File: src/rtl/mc_pkg.sv
// Shared definitions for the multi-cycle MIPS-subset controller: FSM states,
// opcode/funct values, ALU codes, instruction classes and fault codes.
package mc_pkg;

    localparam int OPC_W = 6;
    localparam int ALU_W = 3;

    typedef enum logic [2:0] {
        S_IF   = 3'd0,
        S_ID   = 3'd1,
        S_EXE  = 3'd2,
        S_MEM  = 3'd3,
        S_WB   = 3'd4,
        S_HALT = 3'd5
    } state_t;

    typedef enum logic [2:0] {
        C_RTYPE   = 3'd0,
        C_ALUI    = 3'd1,
        C_LW      = 3'd2,
        C_SW      = 3'd3,
        C_BRANCH  = 3'd4,
        C_JUMP    = 3'd5,
        C_HALT    = 3'd6,
        C_ILLEGAL = 3'd7
    } inst_cls_t;

    typedef enum logic [1:0] {
        BR_EQ  = 2'd0,
        BR_NE  = 2'd1,
        BR_LTZ = 2'd2
    } br_kind_t;

    localparam logic [OPC_W-1:0] OP_RTYPE  = 6'b000000;
    localparam logic [OPC_W-1:0] OP_REGIMM = 6'b000001;
    localparam logic [OPC_W-1:0] OP_J      = 6'b000010;
    localparam logic [OPC_W-1:0] OP_BEQ    = 6'b000100;
    localparam logic [OPC_W-1:0] OP_BNE    = 6'b000101;
    localparam logic [OPC_W-1:0] OP_ADDIU  = 6'b001001;
    localparam logic [OPC_W-1:0] OP_SLTI   = 6'b001010;
    localparam logic [OPC_W-1:0] OP_ANDI   = 6'b001100;
    localparam logic [OPC_W-1:0] OP_ORI    = 6'b001101;
    localparam logic [OPC_W-1:0] OP_LW     = 6'b100011;
    localparam logic [OPC_W-1:0] OP_SW     = 6'b101011;

    localparam logic [OPC_W-1:0] FN_SLL = 6'b000000;
    localparam logic [OPC_W-1:0] FN_ADD = 6'b100000;
    localparam logic [OPC_W-1:0] FN_SUB = 6'b100010;
    localparam logic [OPC_W-1:0] FN_AND = 6'b100100;
    localparam logic [OPC_W-1:0] FN_OR  = 6'b100101;

    localparam logic [ALU_W-1:0] ALU_ADD = 3'b000;
    localparam logic [ALU_W-1:0] ALU_SUB = 3'b001;
    localparam logic [ALU_W-1:0] ALU_SLL = 3'b010;
    localparam logic [ALU_W-1:0] ALU_OR  = 3'b011;
    localparam logic [ALU_W-1:0] ALU_AND = 3'b100;
    localparam logic [ALU_W-1:0] ALU_SLT = 3'b101;

    localparam logic [1:0] FLT_NONE    = 2'b00;
    localparam logic [1:0] FLT_ILLEGAL = 2'b01;
    localparam logic [1:0] FLT_MEM_TMO = 2'b10;

    localparam logic [1:0] PCS_SEQ    = 2'b00;
    localparam logic [1:0] PCS_BRANCH = 2'b01;
    localparam logic [1:0] PCS_JUMP   = 2'b11;

    function automatic logic branch_taken(input logic [1:0] kind, input logic zero,
                                          input logic sign);
        case (kind)
            BR_EQ:   return zero;
            BR_NE:   return ~zero;
            default: return sign;
        endcase
    endfunction

endpackage

File: src/rtl/mc_decode.sv
// Combinational instruction decode: op/funct -> class, branch kind and EXE-stage ALU fields.
// Anything outside the supported subset comes out as C_ILLEGAL.
module mc_decode
    import mc_pkg::*;
#(
    parameter logic [OPC_W-1:0] HALT_OP = 6'b111111
) (
    input  logic [OPC_W-1:0] i_op,
    input  logic [OPC_W-1:0] i_funct,
    output logic [2:0]       o_cls,
    output logic [1:0]       o_br_kind,
    output logic [ALU_W-1:0] o_alu_ctr,
    output logic             o_alu_src_a,
    output logic             o_alu_src_b,
    output logic             o_ext_op
);

    always_comb begin
        o_cls       = C_ILLEGAL;
        o_br_kind   = BR_EQ;
        o_alu_ctr   = ALU_ADD;
        o_alu_src_a = 1'b1;
        o_alu_src_b = 1'b0;
        o_ext_op    = 1'b0;
        if (i_op == HALT_OP) begin
            o_cls = C_HALT;
        end else begin
            case (i_op)
                OP_RTYPE: begin
                    o_alu_src_b = 1'b1;
                    case (i_funct)
                        FN_ADD: begin o_cls = C_RTYPE; o_alu_ctr = ALU_ADD; end
                        FN_SUB: begin o_cls = C_RTYPE; o_alu_ctr = ALU_SUB; end
                        FN_AND: begin o_cls = C_RTYPE; o_alu_ctr = ALU_AND; end
                        FN_OR:  begin o_cls = C_RTYPE; o_alu_ctr = ALU_OR;  end
                        FN_SLL: begin
                            o_cls       = C_RTYPE;
                            o_alu_ctr   = ALU_SLL;
                            o_alu_src_a = 1'b0;
                        end
                        default: o_cls = C_ILLEGAL;
                    endcase
                end
                OP_J: o_cls = C_JUMP;
                OP_BEQ, OP_BNE: begin
                    o_cls       = C_BRANCH;
                    o_br_kind   = (i_op == OP_BEQ) ? BR_EQ : BR_NE;
                    o_alu_ctr   = ALU_SUB;
                    o_alu_src_b = 1'b1;
                    o_ext_op    = 1'b1;
                end
                // bltz compares rs against rt, which is r0 in the REGIMM encoding
                OP_REGIMM: begin
                    o_cls       = C_BRANCH;
                    o_br_kind   = BR_LTZ;
                    o_alu_ctr   = ALU_SLT;
                    o_alu_src_b = 1'b1;
                    o_ext_op    = 1'b1;
                end
                OP_ADDIU: begin o_cls = C_ALUI; o_alu_ctr = ALU_ADD; o_ext_op = 1'b1; end
                OP_SLTI:  begin o_cls = C_ALUI; o_alu_ctr = ALU_SLT; o_ext_op = 1'b1; end
                OP_ANDI:  begin o_cls = C_ALUI; o_alu_ctr = ALU_AND; end
                OP_ORI:   begin o_cls = C_ALUI; o_alu_ctr = ALU_OR;  end
                OP_LW:    begin o_cls = C_LW;   o_ext_op = 1'b1; end
                OP_SW:    begin o_cls = C_SW;   o_ext_op = 1'b1; end
                default:  o_cls = C_ILLEGAL;
            endcase
        end
    end

endmodule

File: src/rtl/multicycle_controller.sv
// Multi-cycle MIPS-subset control FSM (IF/ID/EXE/MEM/WB/HALT) with memory-ready timeout,
// sticky fault code and retired-instruction counter. j 2, branch 3, ALU 4, sw 4+w, lw 5+w cycles.
module multicycle_controller
    import mc_pkg::*;
#(
    parameter int              OP_W      = 6,
    parameter int              ALU_CTR_W = 3,
    parameter int              CNT_W     = 32,
    parameter int              MEM_TMO   = 15,
    parameter logic [OP_W-1:0] HALT_OP   = 6'b111111
) (
    input  logic                 i_clk,
    input  logic                 i_rst,
    input  logic [OP_W-1:0]      i_op,
    input  logic [OP_W-1:0]      i_funct,
    input  logic                 i_zero,
    input  logic                 i_sign,
    input  logic                 i_mem_ready,
    output logic                 o_ir_wrt,
    output logic                 o_pc_wrt,
    output logic [1:0]           o_pc_src,
    output logic                 o_reg_wrt,
    output logic                 o_reg_dst,
    output logic                 o_mem_to_reg,
    output logic                 o_alu_src_a,
    output logic                 o_alu_src_b,
    output logic                 o_ext_op,
    output logic [ALU_CTR_W-1:0] o_alu_ctr,
    output logic                 o_mem_rd,
    output logic                 o_mem_wrt,
    output logic                 o_halted,
    output logic [1:0]           o_fault,
    output logic [CNT_W-1:0]     o_retired
);

    localparam int WAIT_W = (MEM_TMO > 0) ? $clog2(MEM_TMO + 1) : 1;
    localparam logic [WAIT_W-1:0] WAIT_LAST = WAIT_W'((MEM_TMO > 0) ? MEM_TMO - 1 : 0);

    state_t                 r_state;
    logic [WAIT_W-1:0]      r_wait;
    logic [CNT_W-1:0]       r_retired;
    logic                   r_reg_wrt;
    logic                   r_reg_dst;
    logic                   r_mem_to_reg;
    logic                   r_alu_src_a;
    logic                   r_alu_src_b;
    logic                   r_ext_op;
    logic [ALU_CTR_W-1:0]   r_alu_ctr;
    logic                   r_mem_rd;
    logic                   r_mem_wrt;
    logic                   r_halted;
    logic [1:0]             r_fault;

    logic [2:0]             w_cls;
    logic [1:0]             w_br_kind;
    logic [ALU_W-1:0]       w_alu_ctr;
    logic                   w_alu_src_a;
    logic                   w_alu_src_b;
    logic                   w_ext_op;
    logic                   w_jump_id;
    logic                   w_branch_exe;
    logic                   w_taken;
    logic                   w_mem_tmo;

    mc_decode #(
        .HALT_OP (HALT_OP)
    ) u_decode (
        .i_op        (i_op),
        .i_funct     (i_funct),
        .o_cls       (w_cls),
        .o_br_kind   (w_br_kind),
        .o_alu_ctr   (w_alu_ctr),
        .o_alu_src_a (w_alu_src_a),
        .o_alu_src_b (w_alu_src_b),
        .o_ext_op    (w_ext_op)
    );

    assign w_jump_id    = (r_state == S_ID) && (w_cls == C_JUMP);
    assign w_branch_exe = (r_state == S_EXE) && (w_cls == C_BRANCH);
    assign w_taken      = branch_taken(w_br_kind, i_zero, i_sign);
    assign w_mem_tmo    = (MEM_TMO != 0) && (r_wait == WAIT_LAST);

    // PC path depends on the IR (j in ID) and on ALU flags (branch in EXE), so it is not registered.
    assign o_ir_wrt = !i_rst && (r_state == S_IF);
    assign o_pc_wrt = !i_rst && ((r_state == S_IF) || w_jump_id || (w_branch_exe && w_taken));
    assign o_pc_src = i_rst        ? PCS_SEQ    :
                      w_jump_id    ? PCS_JUMP   :
                      w_branch_exe ? PCS_BRANCH : PCS_SEQ;

    always_ff @(posedge i_clk) begin
        if (i_rst) begin
            r_state      <= S_IF;
            r_wait       <= '0;
            r_retired    <= '0;
            r_reg_wrt    <= 1'b0;
            r_reg_dst    <= 1'b0;
            r_mem_to_reg <= 1'b0;
            r_alu_src_a  <= 1'b0;
            r_alu_src_b  <= 1'b0;
            r_ext_op     <= 1'b0;
            r_alu_ctr    <= '0;
            r_mem_rd     <= 1'b0;
            r_mem_wrt    <= 1'b0;
            r_halted     <= 1'b0;
            r_fault      <= FLT_NONE;
        end else begin
            r_reg_wrt    <= 1'b0;
            r_reg_dst    <= 1'b0;
            r_mem_to_reg <= 1'b0;
            r_alu_src_a  <= 1'b0;
            r_alu_src_b  <= 1'b0;
            r_ext_op     <= 1'b0;
            r_alu_ctr    <= '0;
            r_mem_rd     <= 1'b0;
            r_mem_wrt    <= 1'b0;
            case (r_state)
                S_IF: r_state <= S_ID;
                S_ID: begin
                    if (w_cls == C_JUMP) begin
                        r_state   <= S_IF;
                        r_retired <= r_retired + CNT_W'(1);
                    end else if (w_cls == C_HALT || w_cls == C_ILLEGAL) begin
                        r_state  <= S_HALT;
                        r_halted <= 1'b1;
                        if (w_cls == C_ILLEGAL && r_fault == FLT_NONE)
                            r_fault <= FLT_ILLEGAL;
                    end else begin
                        r_state     <= S_EXE;
                        r_alu_ctr   <= ALU_CTR_W'(w_alu_ctr);
                        r_alu_src_a <= w_alu_src_a;
                        r_alu_src_b <= w_alu_src_b;
                        r_ext_op    <= w_ext_op;
                    end
                end
                S_EXE: begin
                    if (w_cls == C_BRANCH) begin
                        r_state   <= S_IF;
                        r_retired <= r_retired + CNT_W'(1);
                    end else if (w_cls == C_LW || w_cls == C_SW) begin
                        r_state   <= S_MEM;
                        r_wait    <= '0;
                        r_mem_rd  <= (w_cls == C_LW);
                        r_mem_wrt <= (w_cls == C_SW);
                    end else begin
                        r_state   <= S_WB;
                        r_reg_wrt <= 1'b1;
                        r_reg_dst <= (w_cls == C_RTYPE);
                    end
                end
                S_MEM: begin
                    // A ready on the final allowed cycle still completes the access.
                    if (i_mem_ready) begin
                        if (w_cls == C_SW) begin
                            r_state   <= S_IF;
                            r_retired <= r_retired + CNT_W'(1);
                        end else begin
                            r_state      <= S_WB;
                            r_reg_wrt    <= 1'b1;
                            r_mem_to_reg <= 1'b1;
                        end
                    end else if (w_mem_tmo) begin
                        r_state  <= S_HALT;
                        r_halted <= 1'b1;
                        if (r_fault == FLT_NONE)
                            r_fault <= FLT_MEM_TMO;
                    end else begin
                        r_wait    <= r_wait + WAIT_W'(1);
                        r_mem_rd  <= r_mem_rd;
                        r_mem_wrt <= r_mem_wrt;
                    end
                end
                S_WB: begin
                    r_state   <= S_IF;
                    r_retired <= r_retired + CNT_W'(1);
                end
                S_HALT:  r_state <= S_HALT;
                default: r_state <= S_IF;
            endcase
        end
    end

    assign o_reg_wrt    = r_reg_wrt;
    assign o_reg_dst    = r_reg_dst;
    assign o_mem_to_reg = r_mem_to_reg;
    assign o_alu_src_a  = r_alu_src_a;
    assign o_alu_src_b  = r_alu_src_b;
    assign o_ext_op     = r_ext_op;
    assign o_alu_ctr    = r_alu_ctr;
    assign o_mem_rd     = r_mem_rd;
    assign o_mem_wrt    = r_mem_wrt;
    assign o_halted     = r_halted;
    assign o_fault      = r_fault;
    assign o_retired    = r_retired;

endmodule

File: config.mk
export PLATFORM = sky130hd
export DESIGN_NAME = multicycle_controller
export DESIGN_NICKNAME = d
export VERILOG_FILES = /design/src/rtl/mc_pkg.sv /design/src/rtl/mc_decode.sv /design/src/rtl/multicycle_controller.sv
export SDC_FILE = /design/constraint.sdc
export NUM_CORES = 1
export LEC_CHECK = 0
export ABC_AREA = 1
export CORE_ASPECT_RATIO = 1.75
export CORE_MARGIN = 4
export CORE_UTILIZATION = 30
export DETAILED_ROUTE_END_ITERATION = 16
export GPL_TIMING_DRIVEN = 0
export PLACE_DENSITY = 0.53
export SLEW_MARGIN = 30
export SYNTH_ARGS = -nofsm -noshare
export SYNTH_HDL_FRONTEND = slang
export SYNTH_HIERARCHICAL = 1
export SYNTH_SLANG_ARGS = --single-unit
File: constraint.sdc
create_clock -name i_clk -period 5.9 [get_ports i_clk]
set_clock_uncertainty 0.05 [all_clocks]
set_input_delay 0.885 -clock i_clk [delete_from_list [all_inputs] [get_ports i_clk]]
set_output_delay 0.885 -clock i_clk [all_outputs]
set_load 0.05 [all_outputs]
# After elaboration in Yosys (flattened, before gate mapping)
# Cells that the tools add are included.
# word_totals
regBits	53
latch_bits	0
ramBits	0
rom_bits	0
in_bits	17
out_inout_bits	50
word_cells	157
n_memories	0
# op_classes
add_sub_neg	2
mul	0
n_div	0
order_cmp	0
n_eq_ne	42
n_shift	0
mux	60
bitwise_logic	4
reduce_logical	35
# ops
operator	n
32-bit 2-to-1 mux	4
32-bit one-hot mux with 4 select lines	1
6-bit equality test, second input constant	7
32-bit by 1-bit adder with 32-bit output, second input constant	1
3-bit one-hot mux with 5 select lines	2
3-bit 2-to-1 mux	9
6-bit by 4-bit equality test with 1-bit output, second input constant	4
1-bit 2-to-1 mux	21
3-bit equality test, second input constant	6
2-bit 2-to-1 mux	9
3-bit one-hot mux with 6 select lines	1
4-bit 2-to-1 mux	4
2-bit != test, second input constant	8
4-bit OR reduction	4
5-bit AND reduction	3
3-bit by 2-bit equality test with 1-bit output, second input constant	4
6-bit by 3-bit equality test with 1-bit output, second input constant	2
6-bit logical NOT	2
3-bit one-hot mux with 4 select lines	1
2-bit by 1-bit != test with 1-bit output, second input constant	5
1-bit one-hot mux with 2 select lines	5
5-bit OR reduction	2
2-bit one-hot mux with 2 select lines	2
4-bit one-hot mux with 2 select lines	1
19 further kinds	35

# Logic depth before layout (Yosys ltp)
# Gate-level depths: netlist of run 1.
# logic_depth
ltp_word	11
mapped_depth	21
mapped_depth_nobuf	20

# Cells and area by module
# Netlist of run 1, hierarchy kept.
# modules_own_cells
mod	n_inst	cells_per_inst	area_each_um2	seq_area_each_um2
multicycle_controller	1	472	2977.9	1061.0
mc_decode	1	89	389.1	0.0

# Worst setup path before layout of run 1
# Ideal clock, no wire load.
# synth_path
path_kind	input to output
from	input port i_op[3]
to	output port o_pc_src[0]
arrival_time_ps	3072
t_required_ps	4965
path_slack_ps	1893
path_stages	11
path_buffers	0
cell_sequence	nor2_1 > nand3_1 > nor2_1 > nand2_1 > nand2_1 > nor2_1 > nor2_1 > nand2_1 > nor2_2 > nand2_1 > o21ai_0
# synth_via
elab_chain_cells	9
word_cells_on_any_way	23
classes_between	13 x eq/ne; 5 x mux; 5 x reduce/logical
# synth_rtl
element	line	source
start, declared	multicycle_controller.sv:14	input logic [OP_W-1:0] i_op,
6-bit by 4-bit equality test with 1-bit output, or another cell as far along	mc_decode.sv:28	case (i_op)
4-bit OR reduction (no source line) or 3-bit OR reduction (tied branches)	--	
3-bit one-hot mux with 6 select lines	mc_decode.sv:28	
3-bit 2-to-1 mux (*)	mc_decode.sv:25	if (i_op == HALT_OP) begin
via w_cls[0]	multicycle_controller.sv:54	logic [2:0] w_cls;
3-bit equality test	multicycle_controller.sv:79	assign w_branch_exe = (r_state == S_EXE) && (w_cls == C_BRANCH);
1-bit logical AND	multicycle_controller.sv:79	
1-bit 2-to-1 mux	multicycle_controller.sv:88	w_branch_exe ? PCS_BRANCH : PCS_SEQ;
2-bit 2-to-1 mux (*)	multicycle_controller.sv:87	w_jump_id ? PCS_JUMP :
2-bit 2-to-1 mux (*)	multicycle_controller.sv:86	assign o_pc_src = i_rst ? PCS_SEQ :
end, declared	multicycle_controller.sv:21	output logic [1:0] o_pc_src,
# The timed path passes the listed nets; every way through them passes the cells marked *.

# Final worst setup path of run 1
# layout_path
from	input port i_op[2]
to	output port o_pc_wrt
# layout_via
elab_chain_cells	9
word_cells_on_any_way	31
classes_between	14 x eq/ne; 6 x mux; 11 x reduce/logical
# layout_rtl
element	line	source
6-bit by 4-bit equality test with 1-bit output, or another cell as far along	mc_decode.sv:28	
4-bit OR reduction (no source line) or 3-bit OR reduction (tied branches)	--	
3-bit one-hot mux with 6 select lines	mc_decode.sv:28	
3-bit 2-to-1 mux (*)	mc_decode.sv:25	
via w_cls[0]	multicycle_controller.sv:54	
3-bit equality test (on tied branches)	multicycle_controller.sv:78, multicycle_controller.sv:79	
1-bit logical AND (on tied branches)	multicycle_controller.sv:78, multicycle_controller.sv:79	
1-bit logical OR or 1-bit logical AND (tied branches)	multicycle_controller.sv:85	assign o_pc_wrt = !i_rst && ((r_state == S_IF) || w_jump_id || (w_branch_exe && w_taken));
1-bit logical OR (*)	multicycle_controller.sv:85	
1-bit logical AND (*)	multicycle_controller.sv:85	
end, declared	multicycle_controller.sv:20	output logic o_pc_wrt,
# Marked as above.

==> impl_metrics.json, run 1 <==
{
  "routed_wire_length_per_instance_um": 14.43,
  "worstSetupStartpointType": "input pin",
  "path_buf_inv": 2,
  "chipHeight_um": 148.1,
  "slew_headroom_pct": 61.79,
  "detailedPlacementHpwl_um": 8834,
  "layout.filler_cells": 1185,
  "ys_types": 36,
  "routed_via_density": 4.915,
  "areaGrowthSynthToFinish_pct": 28.84,
  "post-route-drc-count": 0,
  "share_of_the_synthesized_area_in_the_top_cell_type_pct": 31.51,
  "portBuffers": 65,
  "slowest_stage": "sky130_fd_sc_hd__clkdlybuf4s50_1",
  "initial_utilization_pct": 31.11,
  "core_area_um2": 10820,
  "drt_pass1_iterations": 4,
  "rsz0062_at_grt": "false",
  "max_clock_freq_ghz": 0.2043,
  "arrival_ns": 3.96,
  "vdd_drop_max_v": 0.0001347,
  "first_global_vias": 3723,
  "final.min_clock_period_ns": 4.896,
  "synth-warning-count": 6,
  "holdWs_ns": 0.4152,
  "clock_pin_slew_on_the_worst_setup_and_hold_paths_ns": 0.07,
  "critPathCaptureType": "output port",
  "cp_slowest_stage_delay_ns": 0.84,
  "tritoncts_buffers": 5,
  "p_per_area_nw_per_um2": 219.2,
  "worst_skew_pair.late_latency_ns": 0.30,
  "wire_length_of_the_first_global_routing_pass_um": 17670,
  "worstSetupPathDepth": 13,
  "reg2regPathDepth": 8,
  "p_leak_nw": 1.679,
  "synth.ff_latch_count": 53,
  "holdPathStages": 2,
  "io_pins": 67,
  "crit_required_ns": 4.97,
  "largest_register_ff_count": 32,
  "cts_hold_buf": 0,
  "global_route.peak_usage_layer": "met2",
  "synthCells": 561,
  "tritoncts": "yes",
  "grt_total_usage_pct": 17.43,
  "transition_time_at_the_pin_with_the_least_slew_margin_ns": 0.5731,
  "global_route.overflow_total": 0,
  "grt_use_met2_pct": 34.40,
  "post-route-period-util_pct": 82.98,
  "floorplan.die_area_um2": 13050,
  "grt_util_met3_pct": 2.162,
  "worstSetupPathType": "in2out",
  "netlist_area_um2": 3367,
  "cts.root.buffer_cell": "sky130_fd_sc_hd__clkbuf_16",
  "gp_congestion": 0.9171,
  "final_layout_size_suffix_gt1_share_pct": 7.098,
  "worst_hold_path_type": "reg2reg",
  "antenna_found_initial": 0,
  "grt.met1_usage_pct": 16.18,
  "cp_cell_sequence": "clkdlybuf4s50_1 > nor2_1 > nand3_1 > nor2_1 > nand2_1 > nand2_1 > nor2_1 > nor2_1 > nand2_1 > nor2_2 > nand2_1 > a31oi_1 > clkdlybuf4s50_1",
  "antenna_diode_count": 0,
  "yosys-top-cells-area": "sky130_fd_sc_hd__dfxtp_1 32%, sky130_fd_sc_hd__nand2_1 18%, sky130_fd_sc_hd__nor2_1 14%",
  "max_capacitance_violation_count": 0,
  "synth_area_leader_cell": "sky130_fd_sc_hd__dfxtp_1",
  "synth.yosys.seq_area_share_pct": 31.51,
  "run_status": "finished clean",
  "cts-resized-gates": 0,
  "syn_avg_cell_area_um2": 6.002,
  "cts_setup_buffers": 0,
  "worst_path_dominant_cell_family": "simple AND/OR/NAND/NOR gates",
  "dr_total_vias": 3755,
  "row_count": 50,
  "finish.net_count": 653,
  "clock_sink_total": 53,
  "grt_start_max_net_pins": 16,
  "htree_levels": 2,
  "drt-initial-drc-count": 151,
  "worst-path-max-fanout": 6,
  "finalWirelength_um": 11030,
  "antenna_violating_nets_post_route": 0,
  "clock_tree.buffer_depth": 2,
  "report.final.setup_viol": 0,
  "die_width_um": 88.09,
  "finalMaxSlewViolations": 0,
  "post_synthesis_net_count": 581,
  "fin_setup_tns_ns": 0,
  "fin_hold_viols": 0
}
path summary, 6_finish.rpt:
check	startpoint	endpoint	slack, ns
worst min register to register	o_mem_wrt$_SDFFE_PP0P_	o_mem_wrt$_SDFFE_PP0P_	0.42
worst max-delay path	i_op[2]	o_pc_wrt	1.00
worst min-delay path	o_mem_wrt$_SDFFE_PP0P_	o_mem_wrt$_SDFFE_PP0P_	0.42
worst max register to register	o_retired[0]$_SDFFE_PP0P_	o_retired[28]$_SDFFE_PP0P_	4.03
kinds of logic (layout without fill, tap and decap cells):
kind of cell               after synthesis  in the layout  share of synthesized area [%]
AOI/OAI and AO/OA                       46             46                          7.767
and+or+nand+nor                        378            378                          48.75
buffers and inverters                   75            148                          9.290
xor gates and xnor gates                 6              6                          1.561
DFF                                     53             53                          31.51
adders and majority gates                3              3                          1.115
cell usage in the layout (no fill, tap or decap), drive strengths merged, types with 5 or more instances in the layout:
| cell | Yosys | routed |
|---|---|---|
| a21oi | 23 | 23 |
| clkbuf | 4 | 11 |
| nor2 | 133 | 133 |
| nor3 | 10 | 10 |
| inv | 63 | 63 |
| nand3 | 40 | 40 |
| nand2 | 175 | 175 |
| xor2 | 5 | 5 |
| o21ai | 12 | 12 |
| nand4 | 9 | 9 |
| buf | 6 | 6 |
| dfxtp | 53 | 53 |
| clkdlybuf4s50 | 0 | 65 |
stage by stage:
stage / power [mW] / instance area (um2) / utilization, % / std cells / setup slack (ns)
after floorplan: 0.5552 / 3367 / - / 561 / 1.893
after global placement: 0.6402 / 4180 / 38.62 / 756 / 1.005
after detailed placement: 0.6408 / 4180 / 38.62 / 756 / 1.000
after CTS: 0.9646 / 4338 / 40.08 / 764 / 0.9848
after global routing: 0.9987 / 4338 / 40.08 / 764 / 0.6599
final: 0.9511 / 4338 / 40.08 / 764 / 1.004
cell type report:
cell class                      count  area (um2)  share of cell area [%]
Buffer                             10       68.82                   1.586
Clock buffer                        7       152.6                   3.519
Clock inverter                      1       5.005                  0.1154
Inverter                           65       244.0                   5.624
Multi-Input combinational cell    433        1993                   45.95
Sequential cell                    53        1061                   24.46
Tap cell                          130       162.7                   3.750
Timing Repair Buffer               65       650.6                   15.00
Yosys cell counts, drive strengths merged:
master  count
a21oi      23
a31oi       4
a41oi       1
and2        1
and3        1
buf         6
clkbuf      4
clkinv      2
dfxtp      53
ha          3
inv        63
nand2     175
nand3      40
nand3b      4
nand4       9
nor2      133
nor3       10
nor3b       1
nor4        2
o21ai      12
o21bai      4
o31ai       2
or2         2
xnor2       1
xor2        5
layer usage:
| metal | up-vias | share of wire (%) |
|---|---|---|
| li1 | 1912 | - |
| met1 | 1708 | 35 |
| met3 | 33 | 3.9 |
| met5 | - | 0 |
| met4 | 0 | 5.1 |
| met2 | 102 | 56 |
report_power, final:
| part | internal (mW) | switching (mW) |
|---|---|---|
| registers | 0.370 | 0.0131 |
| logic | 0.0776 | 0.169 |
| clock network | 0.180 | 0.141 |
| total | 0.628 | 0.323 |
tightest hold or removal path: cells and delay by family, from the launching register on:
kind	cells	cell delay [ns]
compound gates	1	0.05
flops	1	0.31
simple gates	1	0.06
(Power assumes the default switching activity.)
==> run 2: changes to the inputs <==
PLACE_DENSITY = 0.55   (was 0.53)
clock period = 4.49 ns   (was 5.9 ns; I/O delays follow)
==> run 2 against run 1 <==
Critical endpoint unchanged. Routed wire length shrank 2.4%. Highest routed layer unchanged. Global-route usage shrank 0.28 points. Die area is the same. Sequential power grew 31%.
==> impl_metrics.json, run 2 (same netlist as run 1, synthesis figures left out) <==
{
  "antenna_violating_nets_post_route": 0,
  "crit_required_ns": 3.77,
  "timing.rr.start": "o_retired[0]$_SDFFE_PP0P_",
  "drt_pass1_iterations": 5,
  "vdd_drop_max_v": 0.0001790,
  "tritoncts_buffers": 5,
  "htree_levels": 2,
  "reg2regPathDepth": 8,
  "worst_path_dominant_cell_family": "simple AND/OR/NAND/NOR gates",
  "path_buf_inv": 3,
  "finalPower_mw": 1.292,
  "place_inst": 756,
  "clock_tree.buffer_depth": 2,
  "cts_hold_buf": 0,
  "transition_time_at_the_pin_with_the_least_slew_margin_ns": 0.6247,
  "critPathCaptureType": "output port",
  "final.min_clock_period_ns": 4.014,
  "arrival_ns": 3.29,
  "io_pins": 67,
  "gp_congestion": 0.9223,
  "core_area_um2": 10820,
  "slowest_stage": "sky130_fd_sc_hd__clkdlybuf4s50_1",
  "finish.net_count": 653,
  "max_capacitance_violation_count": 0,
  "areaGrowthSynthToFinish_pct": 29.62,
  "post-route-period-util_pct": 89.39,
  "drt-initial-drc-count": 164,
  "worst_hold_path_type": "reg2reg",
  "crit_path_frequent_cell": "sky130_fd_sc_hd__nor2_1",
  "finalWirelength_um": 10760,
  "routed_via_density": 4.860,
  "report.final.setup_viol": 0,
  "grt_total_usage_pct": 17.15,
  "clock_pin_slew_on_the_worst_setup_and_hold_paths_ns": 0.07,
  "first_global_vias": 3673,
  "run_status": "finished clean",
  "cts.root.buffer_cell": "sky130_fd_sc_hd__clkbuf_16",
  "final_layout_size_suffix_gt1_share_pct": 7.098,
  "routed_wire_length_per_instance_um": 14.08,
  "cts_setup_buffers": 0,
  "detailedPlacementHpwl_um": 8578,
  "mostFrequentLayoutCells": "165 x sky130_fd_sc_hd__nand2_1, 123 x sky130_fd_sc_hd__nor2_1, 62 x sky130_fd_sc_hd__clkdlybuf4s50_1",
  "worst_r2r_endpoint": "o_retired[28]$_SDFFE_PP0P_",
  "tritoncts": "yes",
  "reg2reg_setup_slack_ns": 2.63,
  "p_leak_nw": 1.732,
  "layout.filler_cells": 1192,
  "wire_length_of_the_first_global_routing_pass_um": 17460,
  "initial_utilization_pct": 31.11,
  "rsz0062_at_grt": "false",
  "row_count": 50,
  "cp_cell_sequence": "clkdlybuf4s50_1 > inv_1 > nor2_1 > nor3b_1 > nor2_1 > nand2_1 > nor2_1 > nor2_1 > nand2_1 > nor2_2 > nand2_1 > a31oi_1 > dlymetal6s2s_1",
  "grt_start_max_net_pins": 17,
  "chipHeight_um": 148.1,
  "hold_path_startpoint": "o_mem_wrt$_SDFFE_PP0P_",
  "antenna_found_initial": 0,
  "floorplan.die_area_um2": 13050,
  "fin_hold_viols": 0,
  "die_width_um": 88.09,
  "final_cells": 764,
  "cp_slowest_stage_delay_ns": 0.55,
  "worst-path-max-fanout": 6,
  "holdPathStages": 2,
  "worstSetupStartpointType": "input pin",
  "clock_sink_total": 53,
  "p_per_area_nw_per_um2": 296.0,
  "layout.cells.most_common": "sky130_fd_sc_hd__nand2_1",
  "fin_setup_tns_ns": 0,
  "worst_skew_pair.late_latency_ns": 0.30,
  "finalMaxSlewViolations": 0,
  "antenna_diode_count": 0,
  "portBuffers": 65,
  "largest_register_ff_count": 32,
  "worstSetupPathType": "in2out",
  "dr_total_vias": 3713,
  "slew_headroom_pct": 58.36,
  "max_clock_freq_ghz": 0.2491,
  "global_route.overflow_total": 0,
  "post-route-drc-count": 0,
  "holdPathEnd": "o_mem_wrt$_SDFFE_PP0P_"
}
## run 2: changes by cell type in the layout (fill, tap and decap cells not counted)
| cell | change |
|---|---|
| sky130_fd_sc_hd__dlymetal6s2s_1 | +3 |
| sky130_fd_sc_hd__clkdlybuf4s50_1 | -3 |
| sky130_fd_sc_hd__clkbuf_8 | -1 |
| sky130_fd_sc_hd__bufinv_16 | +1 |
| sky130_fd_sc_hd__clkinv_2 | -1 |
| sky130_fd_sc_hd__clkinvlp_4 | +1 |
## run 2: timing repair
item	4_1_cts	5_1_grt
setup endpoints to repair	0	3
hold endpoints to repair	0	0
resized for setup	0	3
## run 2: area by class of cell
class	instances	area [um2]	area share [%]
Clock buffer	6	138.9	3.182
Multi-Input combinational cell	433	1993	45.67
Sequential cell	53	1061	24.31
Timing Repair Buffer	65	658.1	15.08
Clock inverter	2	37.54	0.8601
Buffer	10	68.82	1.577
Inverter	65	244.0	5.591
Tap cell	130	162.7	3.727
## run 2: worst register-to-register path, delay by kind of cell, from the launching register on
kind / cells / cell delay, ns
adders and majority gates: 1 / 0.18
DFF: 1 / 0.40
and+or+nand+nor: 7 / 1.18
## run 2: how the worst max path moves through the flow
| stage | start | end | cells past startpoint |
|---|---|---|---|
| 5_1_grt | i_op[3] | o_pc_src[0] | 13 |
| 6_report | i_op[3] | o_pc_wrt | 13 |
| 2_1_floorplan | i_op[3] | o_pc_src[0] | 11 |
| 3_3_place_gp | i_op[2] | o_pc_wrt | 13 |
| 3_5_place_dp | i_op[3] | o_pc_wrt | 13 |
| 4_1_cts | i_op[3] | o_pc_src[0] | 13 |
## run 2: per-stage QoR
step           area (um2)  setup slack, ns  hold slack, ns  utilization [%]
2_1_floorplan        3367           0.9061          0.4241                -
3_3_place_gp         4180          0.05128          0.4137            38.62
3_5_place_dp         4180          0.07681          0.4060            38.62
4_1_cts              4357          0.05920          0.4238            40.25
5_1_grt              4364           0.2367          0.4335            40.32
6_report             4364           0.4762          0.4220            40.32
## run 2: report_power, final
part           internal [mW]  switching (mW)
registers              0.486          0.0176
logic                  0.102           0.220
clock network          0.279           0.188
total                  0.866           0.426
## run 2: layer usage
| metal | track usage (%) | share of wire, % | vias to the layer above |
|---|---|---|---|
| met5 | 0 | 0 | - |
| met4 | 8.396 | 4.3 | 0 |
| met3 | 2.384 | 4.0 | 23 |
| met2 | 34.21 | 56 | 101 |
| met1 | 16.18 | 35 | 1682 |
| li1 | - | - | 1907 |
==> run 3: changes to the inputs <==
CAP_MARGIN = 20   (was not set)
HOLD_SLACK_MARGIN = 0.03   (was not set)
==> results of run 3 <==
Same layout as run 2: the final DEF is identical, and so are final timing and power.
